<file path="config.mk">
export PLATFORM = sky130hd
export DESIGN_NAME = sseg_scan_driver
export DESIGN_NICKNAME = d
export VERILOG_FILES = /design/src/rtl/sseg_scan_driver.sv
export SDC_FILE = /design/constraint.sdc
export NUM_CORES = 1
export LEC_CHECK = 0
export ABC_AREA = 1
export CORE_MARGIN = 2
export CORE_UTILIZATION = 54
export DETAILED_ROUTE_END_ITERATION = 7
export PLACE_DENSITY_LB_ADDON = 0.3
export SYNTH_ARGS = -nofsm -noshare
export SYNTH_HDL_FRONTEND = slang
export SYNTH_SLANG_ARGS = --single-unit
</file>
<file path="constraint.sdc">
create_clock -name clk -period 2.75 [get_ports clk]
set_input_delay 0.275 -clock clk [delete_from_list [all_inputs] [get_ports clk]]
set_output_delay 0.275 -clock clk [all_outputs]
set_load 0.005 [all_outputs]
</file>
<file path="src/rtl/sseg_scan_driver.sv">
// sseg_scan_driver
// Time-multiplexed driver for an N-digit common-anode seven-segment display.
// A shadow register holds the digit codes and decimal points, so the display
// never tears while the datapath changes value. One digit is lit at a time,
// with a short all-off gap between digits to suppress ghosting. The scan
// position is visible on digit_idx and an.
//
// Output timing: every output is registered from the *next* scan state and the
// *current* shadow contents. A load at edge k therefore shows up on sseg/dp at
// edge k+1 if that digit is lit. blank and lz_blank are sampled live.
module sseg_scan_driver #(
    parameter int N_DIGITS     = 4,
    parameter int DIV_COUNT    = 50000,
    parameter int BLANK_CYCLES = 2,
    parameter int HEX_EN       = 1,
    localparam int IDX_W       = (N_DIGITS > 1) ? $clog2(N_DIGITS) : 1
) (
    input  logic                  clk,
    input  logic                  rst,
    input  logic [4*N_DIGITS-1:0] value,
    input  logic                  load,
    input  logic [N_DIGITS-1:0]   dp_in,
    input  logic                  lz_blank,
    input  logic                  blank,
    output logic [0:6]            sseg,
    output logic                  dp,
    output logic [N_DIGITS-1:0]   an,
    output logic [IDX_W-1:0]      digit_idx
);

    // Prescaler counts 0..DIV_COUNT-1 while lit and 0..BLANK_CYCLES-1 in the gap.
    localparam int MAX_CNT = (DIV_COUNT > BLANK_CYCLES) ? DIV_COUNT : BLANK_CYCLES;
    localparam int CNT_W   = (MAX_CNT > 1) ? $clog2(MAX_CNT) : 1;

    localparam logic [CNT_W-1:0] LIT_LAST = CNT_W'(DIV_COUNT - 1);
    localparam logic [CNT_W-1:0] GAP_LAST = CNT_W'(BLANK_CYCLES - 1);
    localparam logic [IDX_W-1:0] IDX_LAST = IDX_W'(N_DIGITS - 1);

    localparam logic [0:6] SEG_OFF = 7'b1111111;

    typedef enum logic {
        ST_GAP = 1'b0,  // all anodes off between digits
        ST_LIT = 1'b1   // anode of digit_idx driven low
    } state_t;

    state_t                state_q;
    state_t                state_d;
    logic [CNT_W-1:0]      cnt_q;
    logic [CNT_W-1:0]      cnt_d;
    logic [IDX_W-1:0]      idx_d;

    logic [4*N_DIGITS-1:0] shadow_val;
    logic [N_DIGITS-1:0]   shadow_dp;

    logic [3:0]            nib [N_DIGITS];
    logic [N_DIGITS-1:0]   lz_zero;
    logic                  zero_run;

    logic [3:0]            code_sel;
    logic [0:6]            seg_lit;
    logic                  dp_lit;
    logic [N_DIGITS-1:0]   an_lit;

    // Active-low hex decoder; codes above 9 go dark in decimal-only builds.
    function automatic logic [0:6] decode(input logic [3:0] code);
        logic [0:6] seg;
        case (code)
            4'h0:    seg = 7'b0000001;
            4'h1:    seg = 7'b1001111;
            4'h2:    seg = 7'b0010010;
            4'h3:    seg = 7'b0000110;
            4'h4:    seg = 7'b1001100;
            4'h5:    seg = 7'b0100100;
            4'h6:    seg = 7'b0100000;
            4'h7:    seg = 7'b0001111;
            4'h8:    seg = 7'b0000000;
            4'h9:    seg = 7'b0000100;
            4'hA:    seg = 7'b0001000;
            4'hB:    seg = 7'b1100000;
            4'hC:    seg = 7'b0110001;
            4'hD:    seg = 7'b1000010;
            4'hE:    seg = 7'b0110000;
            default: seg = 7'b0111000;
        endcase
        if (HEX_EN == 0 && code > 4'd9) begin
            seg = SEG_OFF;
        end
        return seg;
    endfunction

    // Capture value and decimal points only on load; the scan reads nothing else.
    always_ff @(posedge clk) begin
        if (rst) begin
            shadow_val <= '0;
            shadow_dp  <= '0;
        end else if (load) begin
            shadow_val <= value;
            shadow_dp  <= dp_in;
        end
    end

    // Split the shadow word into per-digit nibbles.
    for (genvar g = 0; g < N_DIGITS; g++) begin : g_nib
        assign nib[g] = shadow_val[4*g +: 4];
    end

    // lz_zero[i]: digit i and every more significant digit are zero.
    // Digit 0 is never flagged so a zero value still shows a single "0".
    always_comb begin
        lz_zero  = '0;
        zero_run = 1'b1;
        for (int i = N_DIGITS - 1; i >= 1; i--) begin
            zero_run   = zero_run & (nib[i] == 4'd0);
            lz_zero[i] = zero_run;
        end
    end

    // Scan sequencing: gap for BLANK_CYCLES, lit for DIV_COUNT, then next digit.
    always_comb begin
        state_d = state_q;
        cnt_d   = cnt_q + 1'b1;
        idx_d   = digit_idx;
        case (state_q)
            ST_GAP: begin
                if (cnt_q == GAP_LAST) begin
                    state_d = ST_LIT;
                    cnt_d   = '0;
                end
            end
            default: begin
                if (cnt_q == LIT_LAST) begin
                    state_d = ST_GAP;
                    cnt_d   = '0;
                    idx_d   = (digit_idx == IDX_LAST) ? '0 : digit_idx + 1'b1;
                end
            end
        endcase
    end

    // Segment, dp and anode pattern for the digit that will be selected next.
    always_comb begin
        code_sel = nib[idx_d];
        if (lz_blank && lz_zero[idx_d]) begin
            seg_lit = SEG_OFF;
        end else begin
            seg_lit = decode(code_sel);
        end
        dp_lit = ~shadow_dp[idx_d];
        an_lit = '1;
        for (int i = 0; i < N_DIGITS; i++) begin
            if (IDX_W'(i) == idx_d) begin
                an_lit[i] = 1'b0;
            end
        end
    end

    // Scan FSM with registered pin outputs; reset restarts the scan at digit 0.
    always_ff @(posedge clk) begin
        if (rst) begin
            state_q   <= ST_GAP;
            cnt_q     <= '0;
            digit_idx <= '0;
            an        <= '1;
            sseg      <= SEG_OFF;
            dp        <= 1'b1;
        end else begin
            state_q   <= state_d;
            cnt_q     <= cnt_d;
            digit_idx <= idx_d;
            if (state_d == ST_LIT) begin
                an   <= an_lit;
                sseg <= blank ? SEG_OFF : seg_lit;
                dp   <= blank ? 1'b1 : dp_lit;
            end else begin
                an   <= '1;
                sseg <= SEG_OFF;
                dp   <= 1'b1;
            end
        end
    end

endmodule

</file>
==> impl_metrics.ini <==
[clock_network]
hold_buffers = 0
htreeDepth = 2
clock_sinks = 51
cts_resized = 0
clkTransAtPathRegs_ps = 90
cts_setup_buffers = 0
cts_max_path_buffers = 2
cts_buffers = 5
tritoncts = yes
clk_latency_ps = 300
cts_root_buffer = clkbuf_8

[sta]
finalClockSkew_ps = 4.03
rsz0062_at_grt = no
finalSetupTns_ps = 0
fin_crit_ps = 2480
fin_crit_sh = 0.903
maxClockFrequency_mhz = 403
max-slew-margin-rel = 0.523
slew_viol_final = 0
hold_viol_final = 0
worstMarginPinSlew_ps = 715
finalSetupViolCount = 0

[route]
vias = 2311
wl_mm = 5.30
via_per_inst = 5.11
drt-wirelength-per-cell_um = 11.7
dr.pass1.iters = 4
drtIter0Drc = 187
post-route-drc-count = 0
postRouteAntennaNets = 0

[critical_path]
startpoint = cnt_q[0]$_SDFF_PP0_
crit_type = flip-flop to flip-flop
worstPathArrival_ps = 2690
reg2reg_slack_ps = 270
end_kind = flip-flop
setup.worst_path.end = sseg[3]$_SDFF_PP1_
critPathRequiredTime_ps = 2960
start_kind = flip-flop
critical_path.max_fanout = 13
rr_endpoint = sseg[3]$_SDFF_PP1_
ff2ff_path_depth = 15
timing.rr.start = cnt_q[0]$_SDFF_PP0_

[grt]
grt_usage = 0.219
grt_pass1_wl_mm = 9.30
grt_pass1_vias = 2095
grt_max_degree = 30
antenna_found_initial = 0
grt_overflow = 0

[cells_and_area]
insertedDiodeCount = 0
final_util = 0.674
final_cells = 452
drive_above_1_share = 0.126
nets = 431
area_growth_pct = 20.7
stdcell_area_um2 = 3160

[synth]
yosys.area.top_type = dfxtp_1
synth_nets = 393
yosys_warnings = 0
synth.area.top_cells = dfxtp_1, nand2_1, nor2_1
muxShareOfSynthArea = 0
yosys.area_share.simple = 0.380
ys_seq_area_frac = 0.390
avgSynthCellArea_um2 = 7.30
synth-seq-cells = 51
synth-xor-area-share = 0.0201
syn-cell-area_um2 = 2620
syn_inst = 359
synth_top_family_by_area = simple AND/OR/NAND/NOR gates
synth-adder-area-share = 0.0430
synth.distinct_cells = 35
synth_top_area_frac = 0.390
synth_compound_gate_area_share = 0.0855

[floorplan]
placementRows = 25
die_h_um = 73.7
pin_count = 39
die_x_um = 73.7
dieArea_um2 = 5430
core_area_um2 = 4690
initial_core_util = 0.558

[outcome]
outcome = complete, no violations

[job]
drv_cap = 0

[placement]
gp_congestion = 0.938
numPortBuffers = 38
hpwl_mm = 4.21
place_inst = 444
dpl-instance-area_um2 = 3040

[pwr]
finalPower_mw = 1.57
p_per_area_nw_per_um2 = 495
leakagePower_nw = 1.34
ir_drop_mv = 0.301

[worst_hold_path]
min_path_type = flip-flop to flip-flop
-- flip-flops by register name, indices dropped and copies added, names as in the netlist --
register,count
dp,1
cnt_q,16
sseg,7
state_q,1
an,4
shadow_val,16
shadow_dp,4
digit_idx,2
-- cell usage in the layout (no fill, tap or decap), types with 3 or more instances in the layout --
master,n
a21oi_1,12
buf_4,3
clkbuf_8,6
clkdlybuf4s50_1,38
dfxtp_1,51
ha_1,9
inv_1,37
inv_2,7
nand2_1,63
nand2_2,10
nand2_4,4
nand3_1,28
nand3_2,6
nand4_1,5
nor2_1,54
nor2_2,3
nor2_4,3
nor3_1,7
nor3b_1,3
nor4_1,4
o21ai_0,22
xor2_1,4
-- area by class of cell --
type / count / area (µm²)
Timing Repair Buffer: 41 / 403
Multi-Input combinational cell: 254 / 1390
Sequential cell: 51 / 1020
Tap cell: 54 / 67.6
Fill cell: 426 / 1530
Clock inverter: 2 / 35.0
Clock buffer: 6 / 82.6
Inverter: 44 / 165
-- how the worst min path moves through the flow --
stage | cells past startpoint | start | endpoint
2_1_floorplan | 1 | rst | cnt_q[12]$_SDFF_PP0_
3_3_place_gp | 1 | cnt_q[0]$_SDFF_PP0_ | cnt_q[0]$_SDFF_PP0_
3_5_place_dp | 2 | shadow_dp[3]$_SDFFE_PP0P_ | shadow_dp[3]$_SDFFE_PP0P_
4_1_cts | 2 | shadow_dp[3]$_SDFFE_PP0P_ | shadow_dp[3]$_SDFFE_PP0P_
5_1_grt | 2 | shadow_dp[3]$_SDFFE_PP0P_ | shadow_dp[3]$_SDFFE_PP0P_
6_report | 2 | shadow_dp[3]$_SDFFE_PP0P_ | shadow_dp[3]$_SDFFE_PP0P_
-- cell usage after synthesis --
master / number
nor2_1: 54
nand3_4: 2
o31ai_1: 2
o21ai_0: 22
nand2_1: 64
or2_2: 1
buf_6: 1
inv_2: 7
and2_1: 1
inv_1: 37
nor3_1: 7
nor3_2: 1
nor2_2: 3
nand3b_1: 2
o21ai_2: 1
buf_2: 3
nand2_4: 4
dfxtp_1: 51
nand2_2: 9
clkbuf_1: 6
o2111ai_1: 1
nand3_1: 28
o21a_1: 1
a31oi_1: 1
nor2_4: 3
nand4_2: 1
ha_1: 9
nor3b_1: 3
nand3_2: 6
xnor2_1: 2
nor4_1: 4
nand4_1: 5
a21oi_1: 12
o21bai_1: 1
xor2_1: 4
-- per-layer routing --
metal  share of wire  track usage  vias to the layer above
met5               0            0                        -
met4           0.013       0.0626                        0
met3           0.054       0.0384                        6
met2            0.46        0.353                       69
met1            0.48        0.299                     1002
li1                -            -                     1234
-- through the flow --
| step | hold WS [ps] | worst slack, ps |
|---|---|---|
| 2_1_floorplan | 347 | 597 |
| 3_3_place_gp | 450 | 433 |
| 3_5_place_dp | 457 | 330 |
| 4_1_cts | 470 | 270 |
| 5_1_grt | 513 | 21.6 |
| 6_report | 471 | 267 |
-- cells by family after synthesis --
kind of cell,after synthesis
simple gates,198
compound gates,41
flops,51
xor+xnor,6
fa+ha+maj,9
buf+inv,54
-- report_power, final --
| part | total (mW) | internal [mW] | switching, mW |
|---|---|---|---|
| sequential | 0.807 | 0.780 | 0.0269 |
| clock | 0.531 | 0.294 | 0.237 |
| combinational | 0.227 | 0.110 | 0.117 |
-- worst max-delay path: stages (launching register included) --
cell     delay [ps]
dfxtp_1         390
ha_1            200
nand3_1         160
inv_1           180
nand3_2         150
nand2_2         120
nand2_2         200
nand2_1         140
nand3_2          90
nand2_2         120
inv_1            80
ha_1            280
nand3_1          90
nand3_1          70
nand2_1          60
nand2_1          40
(Power assumes the default switching activity.)
